**config.mk**
```make
export PLATFORM = sky130hd
export DESIGN_NAME = dm_sba_csrs_flat
export DESIGN_NICKNAME = d
export VERILOG_FILES = /design/src/rtl/dm_sba_csrs_if.sv /design/src/rtl/dm_sba_csrs.sv /design/src/flat_wrapper.sv
export SDC_FILE = /design/constraint.sdc
export NUM_CORES = 1
export LEC_CHECK = 0
export CORE_MARGIN = 10
export CORE_UTILIZATION = 46
export DETAILED_ROUTE_END_ITERATION = 10
export HOLD_SLACK_MARGIN = 0.15
export PLACE_DENSITY = 0.82
export SLEW_MARGIN = 20
export SYNTH_ARGS = -nofsm -noshare
export SYNTH_HDL_FRONTEND = slang
export SYNTH_SLANG_ARGS = --single-unit
export TNS_END_PERCENT = 5
```
**constraint.sdc**
```tcl
create_clock -name clk_i -period 2.2 [get_ports clk_i]
set_input_delay 0.33 -clock clk_i [delete_from_list [all_inputs] [get_ports clk_i]]
set_output_delay 0.33 -clock clk_i [all_outputs]
set_load 0.02 [all_outputs]
```
**src/rtl/dm_sba_csrs_if.sv**
```systemverilog
// DMI request/response channel between the debug transport (master)
// and the debug-module register front-ends (slave).
interface dm_sba_csrs_if;
  logic        req_valid;
  logic        req_ready;
  logic [6:0]  req_addr;
  logic [1:0]  req_op;
  logic [31:0] req_data;
  logic        resp_valid;
  logic        resp_ready;
  logic [31:0] resp_data;

  modport master (
    output req_valid, req_addr, req_op, req_data, resp_ready,
    input  req_ready, resp_valid, resp_data
  );

  modport slave (
    input  req_valid, req_addr, req_op, req_data, resp_ready,
    output req_ready, resp_valid, resp_data
  );
endinterface

```
**src/rtl/dm_sba_csrs.sv**
```systemverilog
// System Bus Access register front-end: decodes DMI accesses to sbcs,
// sbaddress0/1 and sbdata0/1 and issues one-cycle triggers to the SBA engine.
module dm_sba_csrs (
  input  logic        clk_i,
  input  logic        rst_ni,
  input  logic        dmactive_i,
  dm_sba_csrs_if.slave dmi,
  output logic [63:0] sbaddress_o,
  output logic        sbaddress_write_valid_o,
  output logic        sbreadonaddr_o,
  output logic        sbautoincrement_o,
  output logic        sbreadondata_o,
  output logic [2:0]  sbaccess_o,
  output logic [63:0] sbdata_o,
  output logic        sbdata_write_valid_o,
  output logic        sbdata_read_valid_o,
  input  logic [63:0] sbaddress_i,
  input  logic [63:0] sbdata_i,
  input  logic        sbdata_valid_i,
  input  logic        sbbusy_i,
  input  logic        sberror_valid_i,
  input  logic [2:0]  sberror_i
);

  localparam logic [6:0] ADDR_SBCS  = 7'h38;
  localparam logic [6:0] ADDR_SBA0  = 7'h39;
  localparam logic [6:0] ADDR_SBA1  = 7'h3A;
  localparam logic [6:0] ADDR_SBD0  = 7'h3C;
  localparam logic [6:0] ADDR_SBD1  = 7'h3D;
  localparam logic [1:0] OP_READ    = 2'd1;
  localparam logic [1:0] OP_WRITE   = 2'd2;
  localparam logic [2:0] ACCESS_RST = 3'd2;

  logic [63:0] sbaddress_q;
  logic [63:0] sbdata_q;
  logic        readonaddr_q;
  logic        autoinc_q;
  logic        readondata_q;
  logic [2:0]  sbaccess_q;
  logic        sbbusyerror_q;
  logic [2:0]  sberror_q;
  logic        rd_pending_q;
  logic        addr_trig_q;
  logic        wdata_trig_q;
  logic        rdata_trig_q;
  logic        resp_vld_p1;
  logic [31:0] resp_data_p1;

  logic        accept;
  logic        rd;
  logic        wr;
  logic        busy_eff;
  logic        err;
  logic        wr_sbcs;
  logic        wr_a0;
  logic        wr_a1;
  logic        wr_d0;
  logic        wr_d1;
  logic        rd_d0;
  logic        trig_addr;
  logic        trig_wdata;
  logic        trig_rdata;
  logic        set_busyerr;
  logic [2:0]  sberror_w1c;
  logic [31:0] sbcs_rdata;
  logic [31:0] rdata;
  logic [31:0] wdata;

  assign wdata    = dmi.req_data;
  assign accept   = dmi.req_valid & ~resp_vld_p1;
  assign rd       = accept & (dmi.req_op == OP_READ);
  assign wr       = accept & (dmi.req_op == OP_WRITE);

  // A trigger issued last cycle counts as busy until the engine raises sbbusy_i.
  assign busy_eff = sbbusy_i | addr_trig_q | wdata_trig_q | rdata_trig_q;
  assign err      = sbbusyerror_q | (sberror_q != 3'd0);

  assign wr_sbcs  = wr & (dmi.req_addr == ADDR_SBCS);
  assign wr_a0    = wr & (dmi.req_addr == ADDR_SBA0);
  assign wr_a1    = wr & (dmi.req_addr == ADDR_SBA1);
  assign wr_d0    = wr & (dmi.req_addr == ADDR_SBD0);
  assign wr_d1    = wr & (dmi.req_addr == ADDR_SBD1);
  assign rd_d0    = rd & (dmi.req_addr == ADDR_SBD0);

  assign trig_addr   = wr_a0 & ~busy_eff & readonaddr_q & ~err;
  assign trig_wdata  = wr_d0 & ~busy_eff & ~err;
  assign trig_rdata  = rd_d0 & ~busy_eff & readondata_q & ~err;
  assign set_busyerr = busy_eff & (wr_a0 | wr_a1 | wr_d0 | wr_d1 | rd_d0);
  assign sberror_w1c = sberror_q & ~(wr_sbcs ? wdata[14:12] : 3'd0);

  assign sbcs_rdata = {3'd1, 6'd0, sbbusyerror_q, busy_eff, readonaddr_q, sbaccess_q,
                       autoinc_q, readondata_q, sberror_q, 7'd64, 5'b01111};

  always_comb begin
    rdata = 32'd0;
    if (rd) begin
      case (dmi.req_addr)
        ADDR_SBCS: rdata = sbcs_rdata;
        ADDR_SBA0: rdata = sbaddress_q[31:0];
        ADDR_SBA1: rdata = sbaddress_q[63:32];
        ADDR_SBD0: rdata = sbdata_q[31:0];
        ADDR_SBD1: rdata = sbdata_q[63:32];
        default:   rdata = 32'd0;
      endcase
    end
  end

  // Stage p1: register update, response and trigger pulses.
  always_ff @(posedge clk_i or negedge rst_ni) begin
    if (!rst_ni) begin
      sbaddress_q   <= '0;
      sbdata_q      <= '0;
      readonaddr_q  <= 1'b0;
      autoinc_q     <= 1'b0;
      readondata_q  <= 1'b0;
      sbaccess_q    <= ACCESS_RST;
      sbbusyerror_q <= 1'b0;
      sberror_q     <= 3'd0;
      rd_pending_q  <= 1'b0;
      addr_trig_q   <= 1'b0;
      wdata_trig_q  <= 1'b0;
      rdata_trig_q  <= 1'b0;
      resp_vld_p1   <= 1'b0;
      resp_data_p1  <= '0;
    end else if (!dmactive_i) begin
      sbaddress_q   <= '0;
      sbdata_q      <= '0;
      readonaddr_q  <= 1'b0;
      autoinc_q     <= 1'b0;
      readondata_q  <= 1'b0;
      sbaccess_q    <= ACCESS_RST;
      sbbusyerror_q <= 1'b0;
      sberror_q     <= 3'd0;
      rd_pending_q  <= 1'b0;
      addr_trig_q   <= 1'b0;
      wdata_trig_q  <= 1'b0;
      rdata_trig_q  <= 1'b0;
      resp_vld_p1   <= 1'b0;
      resp_data_p1  <= '0;
    end else begin
      addr_trig_q  <= trig_addr;
      wdata_trig_q <= trig_wdata;
      rdata_trig_q <= trig_rdata;

      if (resp_vld_p1 && dmi.resp_ready) resp_vld_p1 <= 1'b0;
      if (accept) begin
        resp_vld_p1  <= 1'b1;
        resp_data_p1 <= rdata;
      end

      if (wr_sbcs) begin
        readonaddr_q <= wdata[20];
        sbaccess_q   <= wdata[19:17];
        autoinc_q    <= wdata[16];
        readondata_q <= wdata[15];
      end

      if (set_busyerr)                sbbusyerror_q <= 1'b1;
      else if (wr_sbcs && wdata[22])  sbbusyerror_q <= 1'b0;

      // The first reported error sticks; a same-cycle clear lets a new one in.
      if (sberror_valid_i && (sberror_w1c == 3'd0)) sberror_q <= sberror_i;
      else                                         sberror_q <= sberror_w1c;

      if (wr_a0 && !busy_eff) sbaddress_q[31:0]  <= wdata;
      if (wr_a1 && !busy_eff) sbaddress_q[63:32] <= wdata;
      if (sbdata_valid_i)     sbaddress_q        <= sbaddress_i;

      if (trig_wdata)         sbdata_q[31:0]  <= wdata;
      if (wr_d1 && !busy_eff) sbdata_q[63:32] <= wdata;
      if (sbdata_valid_i && rd_pending_q) sbdata_q <= sbdata_i;

      if (sbdata_valid_i)          rd_pending_q <= 1'b0;
      if (trig_addr || trig_rdata) rd_pending_q <= 1'b1;
    end
  end

  assign dmi.req_ready           = ~resp_vld_p1;
  assign dmi.resp_valid          = resp_vld_p1;
  assign dmi.resp_data           = resp_data_p1;
  assign sbaddress_o             = sbaddress_q;
  assign sbdata_o                = sbdata_q;
  assign sbreadonaddr_o          = readonaddr_q;
  assign sbautoincrement_o       = autoinc_q;
  assign sbreadondata_o          = readondata_q;
  assign sbaccess_o              = sbaccess_q;
  assign sbaddress_write_valid_o = addr_trig_q;
  assign sbdata_write_valid_o    = wdata_trig_q;
  assign sbdata_read_valid_o     = rdata_trig_q;

endmodule
```
**src/flat_wrapper.sv**
```systemverilog
// flat-port wrapper written by rule: the top's interface ports become plain ports
module dm_sba_csrs_flat 
  (clk_i, rst_ni, dmactive_i, sbaddress_o, sbaddress_write_valid_o, sbreadonaddr_o, sbautoincrement_o, sbreadondata_o, sbaccess_o, sbdata_o, sbdata_write_valid_o, sbdata_read_valid_o, sbaddress_i, sbdata_i, sbdata_valid_i, sbbusy_i, sberror_valid_i, sberror_i, dmi_req_valid, dmi_req_addr, dmi_req_op, dmi_req_data, dmi_resp_ready, dmi_req_ready, dmi_resp_valid, dmi_resp_data);
  dm_sba_csrs_if dmi_i ();
  input  logic clk_i;
  input  logic rst_ni;
  input  logic dmactive_i;
  output logic [63:0] sbaddress_o;
  output logic sbaddress_write_valid_o;
  output logic sbreadonaddr_o;
  output logic sbautoincrement_o;
  output logic sbreadondata_o;
  output logic [2:0] sbaccess_o;
  output logic [63:0] sbdata_o;
  output logic sbdata_write_valid_o;
  output logic sbdata_read_valid_o;
  input  logic [63:0] sbaddress_i;
  input  logic [63:0] sbdata_i;
  input  logic sbdata_valid_i;
  input  logic sbbusy_i;
  input  logic sberror_valid_i;
  input  logic [2:0] sberror_i;
  input wire logic [$bits(dmi_i.req_valid)-1:0] dmi_req_valid;
  input wire logic [$bits(dmi_i.req_addr)-1:0] dmi_req_addr;
  input wire logic [$bits(dmi_i.req_op)-1:0] dmi_req_op;
  input wire logic [$bits(dmi_i.req_data)-1:0] dmi_req_data;
  input wire logic [$bits(dmi_i.resp_ready)-1:0] dmi_resp_ready;
  output wire logic [$bits(dmi_i.req_ready)-1:0] dmi_req_ready;
  output wire logic [$bits(dmi_i.resp_valid)-1:0] dmi_resp_valid;
  output wire logic [$bits(dmi_i.resp_data)-1:0] dmi_resp_data;
  assign dmi_i.req_valid = dmi_req_valid;
  assign dmi_i.req_addr = dmi_req_addr;
  assign dmi_i.req_op = dmi_req_op;
  assign dmi_i.req_data = dmi_req_data;
  assign dmi_i.resp_ready = dmi_resp_ready;
  assign dmi_req_ready = dmi_i.req_ready;
  assign dmi_resp_valid = dmi_i.resp_valid;
  assign dmi_resp_data = dmi_i.resp_data;
  dm_sba_csrs u_core (.clk_i(clk_i), .rst_ni(rst_ni), .dmactive_i(dmactive_i), .dmi(dmi_i), .sbaddress_o(sbaddress_o), .sbaddress_write_valid_o(sbaddress_write_valid_o), .sbreadonaddr_o(sbreadonaddr_o), .sbautoincrement_o(sbautoincrement_o), .sbreadondata_o(sbreadondata_o), .sbaccess_o(sbaccess_o), .sbdata_o(sbdata_o), .sbdata_write_valid_o(sbdata_write_valid_o), .sbdata_read_valid_o(sbdata_read_valid_o), .sbaddress_i(sbaddress_i), .sbdata_i(sbdata_i), .sbdata_valid_i(sbdata_valid_i), .sbbusy_i(sbbusy_i), .sberror_valid_i(sberror_valid_i), .sberror_i(sberror_i));
endmodule
```
=== Word level (Yosys, flattened, before mapping) ===
Index checks and enable logic that the tools add are counted.

* Bits in registers: 175
* Input bits: 180
* Output and inout port bits: 171
* Logic and storage cells: 109

* Eq/ne operators: 16
* Muxes and demuxes: 35
* Bitwise operators: 31
* Reductions and logical operators: 11

{| class="wikitable"
|+ Operators with widths
! cell !! count
|-
| $mux 64 || 4
|-
| $mux 32 || 7
|-
| $pmux 32 s5 || 1
|-
| $eq 7x6->1 const B || 5
|-
| $ne 3x1->1 const B || 7
|-
| $and 1x1->1 || 18
|-
| $mux 1 || 18
|-
| $mux 3 || 5
|-
| $or 1x1->1 || 8
|-
| $logic_and 1x1->1 || 7
|-
| $ne 2x1->1 const B || 2
|-
| $and 3x3->3 || 1
|-
| $logic_not 3->1 || 1
|-
| $not 1->1 || 3
|-
| $not 3->3 || 1
|-
| $reduce_bool 3->1 || 1
|-
| $eq 2x1->1 const B || 1
|-
| $eq 2x2->1 const B || 1
|-
| $logic_not 1->1 || 1
|-
| $logic_or 1x1->1 || 1
|}

=== Logic depth before layout (Yosys ltp) ===
Gate-level depths: netlist (run 1).

* Depth after elaboration: 11
* Depth in mapped cells: 7
* Gate-level depth less buffers: 4

=== Worst setup path after synthesis (run 1) ===
Ideal clock, no wire load.

* Path kind: register to register
* Start point: register u_core.addr_trig_q, in the netlist u_core.sbaddress_write_valid_o
* End point: register u_core.sbaddress_q[33], in the netlist u_core.sbaddress_o[33]
* Library setup time: 0.125 ns
* Data arrival time: 1.821 ns
* Data required time: 2.075 ns
* Slack: 0.254 ns
* Cell stages (with the launch flop): 6
* Path buffers: 1
* Clock period less this slack: 1.946 ns
* Path through: dfrtp_1 -> nor4_4 -> and2_4 -> a31o_2 -> buf_6 -> mux2_2

* Word-level cells in the longest chain between the ends: 6

{| class="wikitable"
|+ Ends and longest elaborated chain
! element !! RTL line !! text
|-
| start: declaration || dm_sba_csrs.sv:43 || <nowiki>logic addr_trig_q;</nowiki>
|-
| start signal: assignment || dm_sba_csrs.sv:141 || <nowiki>addr_trig_q <= trig_addr;</nowiki>
|-
| $or 1x1->1 (3 in series) || dm_sba_csrs.sv:75 || <nowiki>assign busy_eff = sbbusy_i | addr_trig_q | wdata_trig_q | rdata_trig_q;</nowiki>
|-
| $logic_not 1->1 || dm_sba_csrs.sv:166 || <nowiki>if (wr_a1 && !busy_eff) sbaddress_q[63:32] <= wdata;</nowiki>
|-
| $logic_and 1x1->1 || dm_sba_csrs.sv:166 ||
|-
| $ne 3x1->1 (no line) || -- ||
|-
| end signal: assignment || dm_sba_csrs.sv:166 ||
|-
| end signal: assignment || dm_sba_csrs.sv:167 || <nowiki>if (sbdata_valid_i) sbaddress_q <= sbaddress_i;</nowiki>
|-
| end: declaration || dm_sba_csrs.sv:34 || <nowiki>logic [63:0] sbaddress_q;</nowiki>
|}

No other way between the ends.
A chain may end at the register's enable or synchronous reset.

=== Worst setup path after layout (run 1) ===
* Start point: register u_core.sberror_q[2]
* End point: register u_core.sbdata_q[29], in the netlist u_core.sbdata_o[29]

* Word-level cells in the longest chain between the ends: 5

{| class="wikitable"
|+ Ends and longest elaborated chain
! element !! RTL line !! text
|-
| start: declaration || dm_sba_csrs.sv:41 || <nowiki>logic [2:0] sberror_q;</nowiki>
|-
| start signal: assignment || dm_sba_csrs.sv:162 || <nowiki>if (sberror_valid_i && (sberror_w1c == 3'd0)) sberror_q <= sberror_i;</nowiki>
|-
| start signal: assignment || dm_sba_csrs.sv:163 || <nowiki>else sberror_q <= sberror_w1c;</nowiki>
|-
| $reduce_bool 3->1 || dm_sba_csrs.sv:76 || <nowiki>assign err = sbbusyerror_q | (sberror_q != 3'd0);</nowiki>
|-
| $or 1x1->1 || dm_sba_csrs.sv:76 ||
|-
| $not 1->1 || dm_sba_csrs.sv:86 || <nowiki>assign trig_wdata = wr_d0 & ~busy_eff & ~err;</nowiki>
|-
| $and 1x1->1 || dm_sba_csrs.sv:86 ||
|-
| $ne 3x1->1 (no line) || -- ||
|-
| end signal: assignment || dm_sba_csrs.sv:169 || <nowiki>if (trig_wdata) sbdata_q[31:0] <= wdata;</nowiki>
|-
| end signal: assignment || dm_sba_csrs.sv:171 || <nowiki>if (sbdata_valid_i && rd_pending_q) sbdata_q <= sbdata_i;</nowiki>
|-
| end: declaration || dm_sba_csrs.sv:35 || <nowiki>logic [63:0] sbdata_q;</nowiki>
|}

No other way between the ends.

==> results.toml, run 1 <==
[status]
outcome = "complete, no violations"

[logic_synthesis]
synthesis.instances = 951
synth_xor_area_frac = 0
syn_area_per_cell_um2 = 10.16
synth_compound_area_frac = 0.2012
synth_seq_cells = 175
yosysMostFrequentCell = "dfrtp_1"
ys_seq_area_frac = 0.4533
synth_commonest_cells = "174 x dfrtp_1, 126 x nand2_1, 71 x o21ai_0"
yosysWarnings = 0
async_flop_share = 1.000
synth_cell_types = 60
synthAdderAreaFrac = 0
yosys.area.top_type_share = 0.4505
synthFlopType = "dfrtp_1"
synthSimpleGateAreaFrac = 0.1708
synth_top_area_cell = "dfrtp_1"
synthMuxAreaShare = 0.1304
synth-edff-count = 0
synth_area_leaders = "dfrtp_1 45%, nand2_1 4.9%, mux2_4 4.7%, nor2b_1 4.3%, mux2_2 4.0%"
synth_area_um2 = 9664
synth_top_family_by_area = "compound AO/OA/AOI/OAI gates"
synth_fp_nets = 1131

[clock_tree]
clock_path_buffers = 2
h-tree-depth = 4
path_clk_slew_ns = 0.07
cts_tree = "built"
cts_buffers = 17
cts.sinks = 175
clk-insertion-delay-late_ns = 0.43
cts-root-buf = "clkbuf_16"

[layout]
fin_nets = 1488
syn2layout_area_growth_pct = 49.64
fin_util = 0.7079
finish.instance_area_um2 = 14460
drive_gt1_frac = 0.1409
final_cells = 1592

[worst_setup_path]
cp_max_fo = 10
crit_type = "reg2reg"
crit_end = "u_core.sbdata_o[29]$_DFFE_PN0P_"
crit_start = "u_core.sberror_q[2]$_DFF_PN0_"
worstSetupEndpointType = "flip-flop"
critPathMaxStageDelay_ns = 0.49
reg2reg_from = "u_core.sberror_q[2]$_DFF_PN0_"
crit_chain = "nor4_2 -> nand4b_4 -> buf_4 -> nor3_4 -> buf_4 -> a221o_1"
r2r-end = "u_core.sbdata_o[29]$_DFFE_PN0P_"
cp.arrival_ns = 2.39
ff2ff_path_depth = 6
crit_slowest_cell = "nor4_2"
start_kind = "flip-flop"
crit_top_cell = "buf_4"
r2r_slack_ns = 0.17
required_ns = 2.56

[route]
remaining_drc_errors = 0
route.met2.wl_um = 19010
dr.pass1.iters = 7
drtIter0Drc = 789
wl_per_cell_um = 24.52
vias_per_cell = 5.894
ant_nets = 0
wl_met1_um = 15080
dr.max_layer_used = "met5"
wl_um = 39030
vias = 9384
wl_met3_um = 3546

[hold_path]
min_from = "dmactive_i"
min_path_type = "in2reg"
min_delay_path_depth = 2

[sta]
fmax_ghz = 0.4924
rsz0062_at_grt = "no"
period_needed_ns = 2.031
finalSetupViolCount = 0
final_hold_viol_count = 0
final_max_slew_viol_count = 0
fin_skew_ns = 0.009021
worst_pin_slew_ns = 0.8350
period_share = 0.9230
maxSlewHeadroom = 0.4408

[global_route]
grt_max_degree = 67
grt_pass1_vias = 9659
grt.total_usage = 0.2774
antenna_found_initial = 1
grt-ovfl-total = 0
grt_pass1_wl_um = 57790

[pwr]
p_total_w = 0.008514
ir_drop_uv = 522.9
power_density_nw_per_um2 = 588.7
power_leakage_nw = 6.261

[placement]
place_congestion = 0.8876
placed_cells = 1558
dp_hpwl_um = 29060
numPortBuffers = 350
place_area_um2 = 13830

[die]
fp.dieW_um = 164.9
die_area_um2 = 27210
ios = 351
die_h_um = 164.9
std_cell_rows = 52
initial_utilization = 0.4731
coreArea_um2 = 20430

[job]
max_cap_violations = 0
[worst min-delay path by stage]
stage	endpoint
after floorplan	u_core.dmi.resp_data[0]$_DFFE_PN0P_
after global placement	u_core.sbdata_o[47]$_DFFE_PN0P_
after detailed placement	u_core.sbdata_o[47]$_DFFE_PN0P_
after CTS	u_core.dmi.resp_valid$_DFFE_PN0P_
after global routing	u_core.dmi.resp_valid$_DFFE_PN0P_
final	u_core.dmi.resp_valid$_DFFE_PN0P_
[metal layers]
metal,vias up,track usage
met5,-,0
met4,2,0.1103
met3,91,0.07344
met2,484,0.4642
met1,4644,0.3335
li1,4163,-
[kinds of logic after synthesis]
kind of cell | Yosys count
compound gates | 273
flops | 175
simple gates | 307
buf+inv | 90
mux | 106
[placed cells by master (no fill, tap or decap), types with 32 or more instances in the layout]
cell type	Yosys	routed
mux2i_1	37	37
a21boi_0	37	37
buf_4	2	56
a21oi_1	33	33
dfrtp_1	174	174
mux2_2	34	34
nand2_1	126	126
nor2b_1	66	64
o21ai_0	71	71
and2_1	35	34
clkdlybuf4s50_1	0	346
and3_1	33	33
a221o_1	32	32
[final cells by class]
class / instances / area, µm²
multi-input cells: 686 / 4897
flip-flops and latches: 175 / 4380
inverters: 9 / 33.78
clock buffers: 18 / 439.2
fillers: 1560 / 5968
diodes: 2 / 5.005
clock inverters: 13 / 177.7
repair buffers: 419 / 4190
well taps: 270 / 337.8
[registers in the layout, summed over array words and instances, names as in the netlist]
register                        cells
u_core.dmi.resp_data               32
u_core.dmi.resp_valid               1
u_core.rd_pending_q                 1
u_core.sbaccess_o                   3
u_core.sbaddress_o                 64
u_core.sbaddress_write_valid_o      1
u_core.sbautoincrement_o            1
u_core.sbbusyerror_q                1
u_core.sbdata_o                    64
u_core.sbdata_read_valid_o          1
u_core.sbdata_write_valid_o         1
u_core.sberror_q                    3
u_core.sbreadonaddr_o               1
u_core.sbreadondata_o               1
[repair_timing]
item,in CTS,in global routing
buffers inserted,0,0
gates resized for setup,0,0
hold buffers,1,0
hold endpoints to repair,59,0
[per-stage QoR]
stage	setup TNS, ns	hold WS, ns	worst slack, ns
floorplan	0	0.03441	0.2542
global placement	-12.01	0.3909	-0.1582
detailed placement	-11.44	0.3957	-0.1622
CTS	0	0.2884	0.1785
global route	0	0.2902	0.1048
finish	0	0.3005	0.1693
[report_power, final]
part | switching [W] | total, W | internal [W]
clock | 0.00138 | 0.00323 | 0.00184
combinational | 0.000848 | 0.00177 | 0.000919
sequential | 0.000150 | 0.00352 | 0.00337
total | 0.00238 | 0.00851 | 0.00613
[worst max-delay path, delay by kind of cell (launching register included)]
kind | cells | cell delay [ns]
AND/OR/NAND/NOR | 3 | 0.90
AO/OA/AOI/OAI | 1 | 0.19
buffers and inverters | 2 | 0.44
flip-flops | 1 | 0.44
Note: power is estimated with default switching activity, not from simulation.
==> inputs of run 2 (changes only) <==
--- a/config.mk
+++ b/config.mk
@@ -5,12 +5,12 @@
 export SDC_FILE = /design/constraint.sdc
 export NUM_CORES = 1
 export LEC_CHECK = 0
-export CORE_MARGIN = 10
+export CORE_MARGIN = 2
 export CORE_UTILIZATION = 46
 export DETAILED_ROUTE_END_ITERATION = 10
 export HOLD_SLACK_MARGIN = 0.15
 export PLACE_DENSITY = 0.82
-export SLEW_MARGIN = 20
+export SLEW_MARGIN = 15
 export SYNTH_ARGS = -nofsm -noshare
 export SYNTH_HDL_FRONTEND = slang
 export SYNTH_SLANG_ARGS = --single-unit
==> run 2 against run 1 <==
  * Sequential share of layout area is 0.052 points lower
  * Clock power grew 2%
  * Final cell count grew 0.25%
  * Register-to-register slack improved by 0.02 ns
  * Hold slack got worse by 0.075 ns
  * Critical path type is now reg2out
  * Critical endpoint is now dmi_req_ready
  * Highest routed layer is now met4
==> results.toml, run 2 (synthesis results as in run 1) <==
[status]
outcome = "complete, no violations"

[sta]
period_share = 0.9199
worst_pin_slew_ns = 0.5185
period_needed_ns = 2.024
maxSlewHeadroom = 0.6543
final_hold_viol_count = 0
final_max_slew_viol_count = 0
rsz0062_at_grt = "no"
fmax_ghz = 0.4941
fin_skew_ns = 0.01250
holdWs_ns = 0.2258
layout_setup_ws_ns = 0.1763
finalSetupViolCount = 0
fin_tns_setup_ns = 0

[die]
coreArea_um2 = 20820
ios = 351
initial_utilization = 0.4641
std_cell_rows = 53
die_h_um = 148.9
fp.dieW_um = 148.9
die_area_um2 = 22180

[route]
ant_nets = 0
wl_per_cell_um = 22.12
drtIter0Drc = 507
vias_per_cell = 5.855
remaining_drc_errors = 0
vias = 9344
wl_um = 35300
dr.pass1.iters = 5

[hold_path]
min_from = "dmactive_i"
min_path_type = "in2reg"

[pwr]
ir_drop_uv = 454.8
pwr-share-comb = 0.204
power_density_nw_per_um2 = 590.0
power_leakage_nw = 6.271
p_sw_w = 0.002309
p_seq_frac = 0.412
clkPwrFrac = 0.385
p_int_w = 0.006238
sw_frac_of_total = 0.2702

[worst_setup_path]
required_ns = 1.87
crit_type = "reg2out"
reg2reg_from = "u_core.dmi.resp_valid$_DFFE_PN0P_"
start_kind = "flip-flop"
cp.arrival_ns = 1.69
r2r-end = "u_core.sbdata_o[10]$_DFFE_PN0P_"
crit_start = "u_core.dmi.resp_valid$_DFFE_PN0P_"
ff2ff_path_depth = 7
crit_end = "dmi_req_ready"
r2r_slack_ns = 0.19
cp_max_fo = 5
worstSetupEndpointType = "output pin"

[layout]
final_cells = 1596
fin_nets = 1487
syn2layout_area_growth_pct = 49.90
drive_gt1_frac = 0.1417
final_common_cell = "clkdlybuf4s50_1"
final_cell_mix = "346 x clkdlybuf4s50_1, 174 x dfrtp_1, 125 x nand2_1"

[clock_tree]
path_clk_slew_ns = 0.07
clk-insertion-delay-late_ns = 0.43
cts_setup_buffers = 0
post_cts_resized = 0
cts_buffers = 17
cts.sinks = 175
h-tree-depth = 4
clock_path_buffers = 2
cts-root-buf = "clkbuf_16"
cts_tree = "built"

[global_route]
grt-ovfl-total = 0
grt_pass1_vias = 9448
antenna_found_initial = 1
grt_max_degree = 59
grt.total_usage = 0.3137
grt_pass1_wl_um = 53160

[placement]
dp_hpwl_um = 25400
numPortBuffers = 350
place_congestion = 0.8877
pre_cts_slack_ns = -0.2088
placed_cells = 1562

[job]
max_cap_violations = 0
[run 2: cell type report]
type | instances | area (µm²)
tap | 275 | 344.1
inverter | 9 | 33.78
clock buffer | 18 | 439.2
sequential | 175 | 4380
timing repair buffer | 418 | 4185
fill | 1602 | 6336
antenna | 1 | 2.502
multi-input combinational | 686 | 4900
clock inverter | 14 | 201.4
[run 2: routing by layer]
| metal | routed length, µm | global-route usage | up-vias |
|---|---|---|---|
| li1 | - | - | 4165 |
| met3 | 2635 | 0.05872 | 110 |
| met1 | 13830 | 0.3876 | 4593 |
| met4 | 1614 | 0.1533 | 0 |
| met5 | 0 | 0 | - |
| met2 | 17220 | 0.5293 | 476 |
[run 2: critical path, cell delays in order (launching register included)]
cell and delay (ns):
dfrtp_1 0.38, buf_4 0.15, inv_1 0.11, clkdlybuf4s50_1 0.62
[run 2: power by group through the flow]
stage	logic, W	registers [W]	clock network [W]
global placement	0.00171	0.00357	0
detailed placement	0.00173	0.00357	0
finish	0.00174	0.00352	0.00329
CTS	0.00174	0.00352	0.00331
floorplan	0.000578	0.00372	0
global route	0.00184	0.00354	0.00347
[run 2: how the worst min path moves through the flow]
stage	to	slack (ns)	cells past startpoint
2_1_floorplan	u_core.dmi.resp_data[0]$_DFFE_PN0P_	0.03	0
3_3_place_gp	u_core.sbdata_o[9]$_DFFE_PN0P_	0.29	1
3_5_place_dp	u_core.sbdata_o[41]$_DFFE_PN0P_	0.29	1
4_1_cts	u_core.sberror_q[2]$_DFF_PN0_	0.21	3
5_1_grt	u_core.sberror_q[2]$_DFF_PN0_	0.24	3
6_report	u_core.sberror_q[2]$_DFF_PN0_	0.23	3
[run 2: per-stage QoR]
step	power, W	utilization	area [µm²]
after global routing	0.008853	0.6957	14490
after floorplan	0.004303	-	9664
after detailed placement	0.005307	0.6643	13830
final	0.008547	0.6957	14490
after CTS	0.008573	0.6956	14480
after global placement	0.005279	0.6643	13830
[run 2: repair_timing]
item	CTS	global route
hold buffers	1	0
endpoints found under the hold margin	40	0
endpoints found under the setup margin	0	0
==> inputs of run 3 (changes only) <==
--- a/config.mk
+++ b/config.mk
@@ -6,10 +6,10 @@
 export NUM_CORES = 1
 export LEC_CHECK = 0
 export CORE_MARGIN = 2
-export CORE_UTILIZATION = 46
+export CORE_UTILIZATION = 40
 export DETAILED_ROUTE_END_ITERATION = 10
 export HOLD_SLACK_MARGIN = 0.15
-export PLACE_DENSITY = 0.82
+export PLACE_DENSITY = 0.73
 export SLEW_MARGIN = 15
 export SYNTH_ARGS = -nofsm -noshare
 export SYNTH_HDL_FRONTEND = slang
==> run 3 against run 2 <==
  * Register-to-register slack got worse by 0.10 ns
  * Clock power fell by 7.0%
  * Combinational power barely moved
  * Power fell by 2.5%
  * Worst setup slack got worse by 0.086 ns
  * Sequential power barely moved
==> results.toml, run 3 (synthesis results as in run 1) <==
[status]
outcome = "complete, no violations"

[layout]
syn2layout_area_growth_pct = 50.12
final_common_cell = "clkdlybuf4s50_1"
nFillCells = 2024
final_cell_mix = "345 x clkdlybuf4s50_1, 174 x dfrtp_1, 125 x nand2_1"
finish.instance_area_um2 = 14510
final_cells = 1635
antennaDiodeCount = 0
drive_gt1_frac = 0.1398
fin_nets = 1483

[worst_setup_path]
required_ns = 2.51
crit_type = "reg2reg"
r2r-end = "u_core.sbdata_o[29]$_DFFE_PN0P_"
cp_max_fo = 25
worstSetupEndpointType = "flip-flop"
cp.arrival_ns = 2.42
start_kind = "flip-flop"
ff2ff_path_depth = 7
crit_start = "u_core.dmi.resp_valid$_DFFE_PN0P_"
r2r_slack_ns = 0.09
reg2reg_from = "u_core.dmi.resp_valid$_DFFE_PN0P_"

[route]
ant_nets = 0
remaining_drc_errors = 0
drtIter0Drc = 717
wl_per_cell_um = 21.97
wl_um = 35920
vias = 9154
vias_per_cell = 5.599
dr.pass1.iters = 7

[sta]
period_share = 0.9591
final_hold_viol_count = 0
rsz0062_at_grt = "no"
fin_tns_setup_ns = 0
period_needed_ns = 2.110
finalSetupViolCount = 0
fin_skew_ns = 0.008710
holdWs_ns = 0.2852
final_max_slew_viol_count = 0
maxSlewHeadroom = 0.6089
worst_pin_slew_ns = 0.5867
fmax_ghz = 0.4739

[placement]
place_congestion = 0.8574
placed_cells = 1602
place_area_um2 = 13910
dp_hpwl_um = 25930
numPortBuffers = 350

[die]
die_h_um = 159.4
ios = 351
std_cell_rows = 56
initial_utilization = 0.4093
fp.dieW_um = 159.4
coreArea_um2 = 23610
die_area_um2 = 25420

[pwr]
power_leakage_nw = 6.245
ir_drop_uv = 312.7
power_density_nw_per_um2 = 574.2

[clock_tree]
cts-root-buf = "clkbuf_16"
cts.sinks = 175
cts_tree = "built"
clk-insertion-delay-late_ns = 0.43
cts_buffers = 17
clock_path_buffers = 2
path_clk_slew_ns = 0.07
h-tree-depth = 4
cts_setup_buffers = 0

[hold_path]
min_from = "dmactive_i"
min_delay_worst_endpoint = "u_core.rd_pending_q$_DFFE_PN0P_"
min_delay_path_depth = 2
min_path_type = "in2reg"

[global_route]
grt.total_usage = 0.2786
grt_max_degree = 78
antenna_found_initial = 0
grt_pass1_vias = 9218
grt-ovfl-total = 0
grt_pass1_wl_um = 54970

[job]
max_cap_violations = 0
[run 3: repair_timing]
action / in CTS / in global routing
gates resized for setup: 0 / 0
hold buffers: 1 / 0
hold endpoints to repair: 39 / 0
[run 3: area by class of cell]
class | instances | area [µm²] | share of cell area
Clock buffer | 19 | 442.9 | 0.03053
Clock inverter | 13 | 145.1 | 0.01000
Inverter | 9 | 33.78 | 0.002329
Multi-Input combinational cell | 686 | 4906 | 0.3382
Sequential cell | 175 | 4380 | 0.3019
Tap cell | 319 | 399.1 | 0.02751
Timing Repair Buffer | 414 | 4200 | 0.2895
[run 3: worst max-delay path, stage by stage, from the launching register on]
cell,delay [ns]
dfrtp_1,0.39
nor4bb_2,0.40
buf_4,0.18
buf_4,0.15
nand2_2,0.07
o21ba_2,0.23
buf_12,0.16
a221o_1,0.37
[run 3: stage by stage]
| step | setup WS [ns] | utilization | total power (W) |
|---|---|---|---|
| 2_1_floorplan | 0.2542 | - | 0.004303 |
| 4_1_cts | 0.1320 | 0.6144 | 0.008363 |
| 5_1_grt | 0.02048 | 0.6144 | 0.008611 |
| 3_3_place_gp | -0.2475 | 0.5891 | 0.005299 |
| 6_report | 0.08992 | 0.6144 | 0.008330 |
| 3_5_place_dp | -0.2809 | 0.5891 | 0.005320 |
[run 3: worst max-delay path by stage]
| stage | endpoint | slack, ns | depth (start not counted) |
|---|---|---|---|
| 2_1_floorplan | u_core.sbaddress_o[33]$_DFFE_PN0P_ | 0.25 | 5 |
| 3_3_place_gp | u_core.sbaddress_o[51]$_DFFE_PN0P_ | -0.25 | 7 |
| 3_5_place_dp | u_core.sbdata_o[14]$_DFFE_PN0P_ | -0.28 | 8 |
| 4_1_cts | u_core.sbaddress_o[44]$_DFFE_PN0P_ | 0.13 | 6 |
| 5_1_grt | u_core.sbdata_o[14]$_DFFE_PN0P_ | 0.02 | 7 |
| 6_report | u_core.sbdata_o[29]$_DFFE_PN0P_ | 0.09 | 7 |
[run 3: where the power goes]
group | switching (W) | internal (W) | leakage (nW)
clock | 0.00142 | 0.00165 | 0.291
sequential | 0.000142 | 0.00337 | 2.35
combinational | 0.000836 | 0.000918 | 3.61
[run 3: routing by layer]
metal | share of wire | track usage | vias up
met2 | 0.48 | 0.4648 | 426
met3 | 0.077 | 0.06434 | 61
met5 | 0 | 0 | -
met4 | 0.028 | 0.09339 | 0
li1 | - | - | 4147
met1 | 0.41 | 0.3580 | 4520
